`src/rtl/spi_pkg.sv`:
```
// spi_pkg: shared FSM state type and constants for the SPI bank master
package spi_pkg;
  typedef enum logic [2:0] {IDLE, FETCH, LOAD, SHIFT, WRITEBACK, DONE} state_t;
  localparam int BYTE_W = 8;
  localparam int FIRST_DATA_ADDR = 1;
endpackage

```
`src/rtl/spi_clk_div.sv`:
```
// spi_clk_div: SCLK generator with strobes on the cycle whose edge toggles sclk
module spi_clk_div #(
  parameter int CLK_DIV = 4
) (
  input  logic clk_i,
  input  logic rst_i,
  input  logic en_i,
  output logic sclk_o,
  output logic rise_tick_o,
  output logic fall_tick_o
);
  localparam int CW = $clog2(CLK_DIV);
  logic [CW-1:0] cnt;
  logic term;
  always_comb begin
    term = en_i && (cnt == CW'(CLK_DIV - 1));
    rise_tick_o = term && !sclk_o;
    fall_tick_o = term && sclk_o;
  end
  always_ff @(posedge clk_i or posedge rst_i) begin
    if (rst_i) begin
      cnt <= '0;
      sclk_o <= 1'b0;
    end else if (!en_i) begin
      cnt <= '0;
      sclk_o <= 1'b0;
    end else begin
      cnt <= term ? '0 : cnt + 1'b1;
      sclk_o <= term ? ~sclk_o : sclk_o;
    end
  end
endmodule

```
`src/rtl/spi_master_ctrl.sv`:
```
// spi_master_ctrl: mode-0 SPI master streaming bank words 1..n_tx out and
// writing each received byte back to the same bank address
module spi_master_ctrl
  import spi_pkg::*;
#(
  parameter int N = 32,
  parameter int W = 32,
  parameter int CLK_DIV = 4
) (
  input  logic                 clk_i,
  input  logic                 rst_i,
  input  logic                 start_i,
  input  logic [$clog2(N)-1:0] n_tx_i,
  output logic                 busy_o,
  output logic                 done_o,
  output logic                 hold_ctrl_o,
  output logic [$clog2(N)-1:0] addr_o,
  input  logic [W-1:0]         rdata_i,
  output logic                 wr_o,
  output logic [W-1:0]         wdata_o,
  output logic                 sclk_o,
  output logic                 mosi_o,
  input  logic                 miso_i,
  output logic                 cs_n_o
);
  localparam int AW = $clog2(N);
  localparam logic [AW-1:0] MAX_TX = AW'(N - 1);
  localparam logic [AW-1:0] FIRST = AW'(FIRST_DATA_ADDR);
  state_t state;
  logic [AW-1:0] idx, n_tx;
  logic [2:0] bit_cnt;
  logic [BYTE_W-1:0] tx_shift, rx_shift;
  logic [1:0] miso_q;
  logic rise_tick, fall_tick;
  logic unused_rdata;
  assign unused_rdata = ^rdata_i[W-1:BYTE_W];
  spi_clk_div #(.CLK_DIV(CLK_DIV)) u_div (
    .clk_i      (clk_i),
    .rst_i      (rst_i),
    .en_i       (state == SHIFT),
    .sclk_o     (sclk_o),
    .rise_tick_o(rise_tick),
    .fall_tick_o(fall_tick)
  );
  always_ff @(posedge clk_i or posedge rst_i) begin
    if (rst_i) begin
      state <= IDLE;
      idx <= '0;
      n_tx <= '0;
      bit_cnt <= '0;
      tx_shift <= '0;
      rx_shift <= '0;
      miso_q <= '0;
      cs_n_o <= 1'b1;
      mosi_o <= 1'b0;
      wr_o <= 1'b0;
      hold_ctrl_o <= 1'b0;
      busy_o <= 1'b0;
      done_o <= 1'b0;
      addr_o <= '0;
      wdata_o <= '0;
    end else begin
      miso_q <= {miso_q[0], miso_i};
      wr_o <= 1'b0;
      done_o <= 1'b0;
      case (state)
        IDLE: if (start_i && n_tx_i != '0) begin
          n_tx <= (n_tx_i > MAX_TX) ? MAX_TX : n_tx_i;
          idx <= FIRST;
          addr_o <= FIRST;
          busy_o <= 1'b1;
          hold_ctrl_o <= 1'b1;
          cs_n_o <= 1'b0;
          state <= FETCH;
        end
        FETCH: state <= LOAD;
        LOAD: begin
          tx_shift <= rdata_i[BYTE_W-1:0];
          mosi_o <= rdata_i[BYTE_W-1];
          bit_cnt <= '0;
          state <= SHIFT;
        end
        SHIFT: begin
          if (rise_tick) rx_shift <= {rx_shift[BYTE_W-2:0], miso_q[1]};
          // the byte is finished on the 8th falling edge, when sclk returns low
          if (fall_tick) begin
            tx_shift <= {tx_shift[BYTE_W-2:0], 1'b0};
            mosi_o <= tx_shift[BYTE_W-2];
            bit_cnt <= bit_cnt + 1'b1;
            if (&bit_cnt) begin
              wr_o <= 1'b1;
              wdata_o <= {{(W-BYTE_W){1'b0}}, rx_shift};
              state <= WRITEBACK;
            end
          end
        end
        WRITEBACK: if (idx == n_tx) begin
          done_o <= 1'b1;
          cs_n_o <= 1'b1;
          hold_ctrl_o <= 1'b0;
          state <= DONE;
        end else begin
          idx <= idx + 1'b1;
          addr_o <= idx + 1'b1;
          state <= FETCH;
        end
        DONE: begin
          busy_o <= 1'b0;
          state <= IDLE;
        end
        default: state <= IDLE;
      endcase
    end
  end
endmodule

```
`config.mk`:
```
export PLATFORM = sky130hd
export DESIGN_NAME = spi_master_ctrl
export DESIGN_NICKNAME = d
export VERILOG_FILES = /design/src/rtl/spi_pkg.sv /design/src/rtl/spi_clk_div.sv /design/src/rtl/spi_master_ctrl.sv
export SDC_FILE = /design/constraint.sdc
export NUM_CORES = 1
export LEC_CHECK = 0
export ABC_CLOCK_PERIOD_IN_PS = 2100
export CORE_MARGIN = 8
export CORE_UTILIZATION = 25
export CTS_BUF_LIST = sky130_fd_sc_hd__clkbuf_8
export DETAILED_ROUTE_END_ITERATION = 10
export PLACE_DENSITY_LB_ADDON = 0.05
export SLEW_MARGIN = 20
export SYNTH_ARGS = -nofsm -noshare
export SYNTH_HDL_FRONTEND = slang
export SYNTH_HIERARCHICAL = 1
export SYNTH_SLANG_ARGS = --single-unit
```
`constraint.sdc`:
```
create_clock -name clk_i -period 2.1 [get_ports clk_i]
set_input_delay 0.315 -clock clk_i [delete_from_list [all_inputs] [get_ports clk_i]]
set_output_delay 0.315 -clock clk_i [all_outputs]
set_load 0.05 [all_outputs]
```
## Yosys cells after proc, flatten, opt, wreduce, memory -nomap -nowiden

Index checks and enable logic that the tools add are counted.

| word-level totals | value |
|---|---|
| register bits after elaboration | 50 |
| output and inout bits | 44 |
| logic and storage cells | 84 |

| operators by class | value |
|---|---|
| add/subtract/negate cells | 3 |
| $lt $le $gt $ge | 1 |
| eq/ne operators | 13 |
| mux-type cells | 31 |
| bitwise logic cells | 1 |
| reductions and logical operators | 19 |

Operator list:

| operator | count |
|---|---|
| $mux 3 | 5 |
| $mux 5 | 3 |
| $pmux 3 s5 | 1 |
| $pmux 7 s2 | 1 |
| $mux 1 | 12 |
| $ne 2x2->1 const B | 6 |
| $reduce_and 3->1 | 4 |
| $pmux 5 s2 | 1 |
| $pmux 1 s2 | 4 |
| $reduce_and 2->1 | 4 |
| $mux 7 | 1 |
| $eq 3x2->1 const B | 2 |
| $eq 3x3->1 const B | 2 |
| $pmux 3 s2 | 1 |
| $reduce_bool 2->1 | 3 |
| $add 5x1->5 const B | 1 |
| $eq 5x5->1 | 1 |
| $gt 5x5->1 const B | 1 |
| $reduce_and 5->1 | 1 |
| $reduce_bool 5->1 | 1 |
| $logic_and 1x1->1 | 4 |
| $mux 2 | 2 |
| $add 3x1->3 const B | 1 |
| $eq 3x1->1 const B | 1 |
| other kinds (5) | 5 |

## Logic depth before layout (Yosys ltp)

| logic depth | value |
|---|---|
| depth in word-level cells | 5 |
| depth in mapped cells | 7 |
| depth with buffers taken out | 6 |

## Modules after synthesis

The synthesis kept the hierarchy.

Modules (own cells, without submodules):

| module | times used | cells each | area an instance (µm²) |
|---|---|---|---|
| spi_master_ctrl | 1 | 188 | 2228.4 |
| spi_clk_div | 1 | 12 | 138.9 |

## Least setup slack after synthesis

Ideal clock, no wire load.

| timing path | value |
|---|---|
| path kind | reg-to-reg |
| from | register state[1] |
| to | register mosi_o |
| library setup time | 83 ps |
| data arrival time | 1688 ps |
| required time | 2017 ps |
| slack | 329 ps |
| cell stages (with the launch flop) | 8 |
| buffers on the path | 1 |
| period minus slack after synthesis | 1771 ps |
| path through | dfrtp_1 -> and2b_1 -> and2_4 -> and3_2 -> o21ai_0 -> clkbuf_1 -> a22oi_1 -> o21ai_0 |

| between the ends | value |
|---|---|
| cells in the longest elaborated chain, start to end | 5 |
| elaborated cells on any way between the ends | 8 |

Ends and longest elaborated chain:

| what | RTL line | RTL |
|---|---|---|
| start: declaration | spi_master_ctrl.sv:29 | `state_t state;` |
| start signal: assignment | spi_master_ctrl.sv:47 | `state <= IDLE;` |
| start signal: assignment | spi_master_ctrl.sv:74 | `state <= FETCH;` |
| start signal: assignment | spi_master_ctrl.sv:76 | `FETCH: state <= LOAD;` |
| $eq 3x2->1 | spi_master_ctrl.sv:40 | `.en_i (state == SHIFT),` |
| $logic_and 1x1->1 | spi_clk_div.sv:16 | `term = en_i && (cnt == CW'(CLK_DIV - 1));` |
| $logic_and 1x1->1 | spi_clk_div.sv:18 | `fall_tick_o = term && sclk_o;` |
| net fall_tick | spi_master_ctrl.sv:34 | `logic rise_tick, fall_tick;` |
| $ne 2x2->1 (no line) | n/a |  |
| $reduce_and 2->1 (no line) | n/a |  |
| end signal: assignment | spi_master_ctrl.sv:79 | `mosi_o <= rdata_i[BYTE_W-1];` |
| end signal: assignment | spi_master_ctrl.sv:88 | `mosi_o <= tx_shift[BYTE_W-2];` |
| end: declaration | spi_master_ctrl.sv:22 | `output logic mosi_o,` |

The timed path passes the listed nets, and every way through them passes these cells.
A chain may end at the register's enable or synchronous reset.

## Worst setup path in the final report

| timing path | value |
|---|---|
| from | register state[2] |
| to | register wdata_o[1] |

| between the ends | value |
|---|---|
| cells in the longest elaborated chain, start to end | 4 |

Ends and longest elaborated chain:

| what | RTL line | RTL |
|---|---|---|
| $eq 3x2->1 | spi_master_ctrl.sv:40 |  |
| $logic_and 1x1->1 | spi_clk_div.sv:16 |  |
| $logic_and 1x1->1 | spi_clk_div.sv:18 |  |
| net fall_tick | spi_master_ctrl.sv:34 |  |
| $reduce_and 5->1 (no line) | n/a |  |
| end signal: assignment | spi_master_ctrl.sv:92 | `wdata_o <= {{(W-BYTE_W){1'b0}}, rx_shift};` |
| end: declaration | spi_master_ctrl.sv:20 | `output logic [W-1:0] wdata_o,` |

The timed path passes the listed nets, and every way through them passes these cells.

==> results_dict.tcl <==
set metrics [dict create \
    outcome "finished, final reports clean" \
    post-route-min-period_ps 1980 \
    cts_sinks 50 \
    die-area_mm2 0.0128 \
    yosysTopAreaCell "dfrtp_1" \
    ys_ff_latch 50 \
    synthFlopType "dfrtp_1" \
    routed_via_density 4.27 \
    p_total_mw 2.62 \
    ys_seq_area_share_pct 52.9 \
    grt_max_degree 48 \
    synthArstFlopShare_pct 100 \
    root_buffer "clkbuf_8" \
    synth_cells 200 \
    grt_pass1_vias 1691 \
    first_pass_iters 4 \
    startpoint_type "register" \
    overflow 0 \
    max_freq_ghz 0.506 \
    dp_hpwl_um 3640 \
    area_growth_pct 25.3 \
    synthDominantCellAreaShare_pct 51.8 \
    relSlewSlack_pct 66.5 \
    drive_gt1_share_pct 20.6 \
    hold_viol 0 \
    antenna_found_initial 0 \
    holdCritPathClass "primary input to async pin" \
    nets 296 \
    core_mm2 0.00920 \
    clk_path_buf_depth 2 \
    tns_ps 0 \
    die_y_um 113 \
    avgSynthCellArea_um2 11.8 \
    start_util_pct 25.7 \
    powerDensity_mw_per_mm2 885 \
    fillers 973 \
    fin_crit_sh_pct 94.1 \
    io_buffers 36 \
    final_common_cell "dfrtp_1" \
    antenna_cells 0 \
    worstPathRequired_ps 2290 \
    drtIter0Drc 38 \
    ys_types 44 \
    setup_violations 0 \
    layout_common_cells "dfrtp_1, clkdlybuf4s50_1, conb_1" \
    netlist_area_mm2 0.00237 \
    htree_num_levels 2 \
    wirelength_um 5110 \
    clk_pin_slew_ps 100 \
    avgRoutedWirePerCell_um 14.1 \
    slew_viol_final 0 \
    vdd_drop_max_v 0.000281 \
    r2r_start "state[2]" \
    critical_path_arrival_ps 2170 \
    whs_ps 223 \
    groute.usage.overall_pct 8.32 \
    fp-row-count 35 \
    antenna_left 0 \
    cts_tree "built" \
    cp-end-kind "register" \
    cts_buffers 5 \
    skew_ps 5.69 \
    die_w_um 113 \
    synth_area_leaders "dfrtp_1, buf_4, mux2_2, o21ai_0, mux2_1" \
    postCtsHoldBufs 0 \
    path_class "register to register" \
    setup_slack_ps 124 \
    drc 0 \
    drv_cap 0 \
    worstPathMaxFanout 8 \
    postCtsSetupBuffers 0 \
    post_cts_resized 0 \
    startpoint "state[2]" \
    synth_warnings 6 \
    vias 1550 \
    pre_cts_ws_ps -26.2 \
    pin_count 85 \
    grt_pass1_wl_um 8670 \
    grt_setup_unrepaired "no" \
    synth_edf_count 0 \
    leakagePower_nw 1.37 \
    clk_latency_ps 300 \
    routabilityCongestion 0.724 \
    final_core_util_pct 32.2 \
    worstMarginPinSlew_ps 501 \
]
## routing by layer
metal | vias up | routed length (µm) | track usage (%)
met2 | 34 | 2290 | 13.0
met1 | 753 | 2450 | 10.7
met4 | 0 | 30 | 2.13
li1 | 761 | - | -
met5 | - | 0 | 0
met3 | 2 | 344 | 2.98
## path summary, 6_finish.rpt
kind,to,slack (ps),cells past startpoint
worst min register to register,miso_q[1],360,0
max in group asynchronous,cs_n_o,1410,3
worst max register to register,wdata_o[1],120,5
worst min-delay path,u_div/sclk_o,220,2
worst max-delay path,wdata_o[1],120,5
min in group clk_i,miso_q[1],360,0
## state kept, by name (all words and copies together) (netlist names)
signal / flops
wr_o: 1
u_div/sclk_o: 1
bit_cnt: 3
idx: 5
hold_ctrl_o: 1
wdata_o: 8
busy_o: 1
state: 3
tx_shift: 7
rx_shift: 8
u_div/cnt: 2
mosi_o: 1
cs_n_o: 1
done_o: 1
miso_q: 2
n_tx: 5
## synth_stat cells, types with 2 or more instances
library cell	count
dfrtp_1	49
buf_4	25
nand2_1	16
mux2_2	15
o21ai_0	15
a22oi_1	7
mux2_1	6
xor2_1	6
a211oi_1	4
clkbuf_1	4
ha_1	4
inv_1	4
a21oi_1	3
and2_1	3
and3_1	3
a21boi_0	2
a2bb2oi_1	2
a31oi_1	2
nand3_1	2
nor2_1	2
nor3b_1	2
or3_4	2
## power breakdown
| part | total (mW) | switching (mW) | internal, mW |
|---|---|---|---|
| Sequential | 1.29 | 0.126 | 1.16 |
| Clock | 0.600 | 0.335 | 0.266 |
| Combinational | 0.736 | 0.421 | 0.315 |
## cell families (layout without fill, tap and decap cells)
| family | after synthesis | in the layout | share of synthesized area, % |
|---|---|---|---|
| xor gates and xnor gates | 6 | 6 | 2.22 |
| and+or+nand+nor | 41 | 41 | 10.7 |
| DFF | 50 | 50 | 52.9 |
| adders and majority gates | 4 | 4 | 2.11 |
| AOI/OAI and AO/OA | 41 | 41 | 11.4 |
| muxes | 23 | 23 | 11.0 |
| other | 1 | 24 | 0.158 |
| buffers and inverters | 34 | 63 | 9.41 |
## worst max-delay path, cell delays in order (launching register included)
cell and delay [ps]:
dfrtp_1 400, and2b_1 230, and2_4 190, and3_2 230
and4_1 440, mux2_2 380
## metrics by stage
step / cell area, µm² / instances
final: 2970 / 363
after global routing: 2970 / 363
after floorplan: 2450 / 223
after detailed placement: 2870 / 355
after CTS: 2970 / 363
after global placement: 2870 / 355
## layout make-up
cell class | instances | area (µm²) | share of cell area (%)
repair buffers | 51 | 485 | 16.4
flip-flops and latches | 50 | 1250 | 42.2
clock inverters | 2 | 12.5 | 0.422
inverters | 4 | 15.0 | 0.506
multi-input cells | 139 | 978 | 33.0
clock buffers | 6 | 82.6 | 2.78
well taps | 111 | 139 | 4.68
No activity file was read; power rests on OpenSTA's default activity.
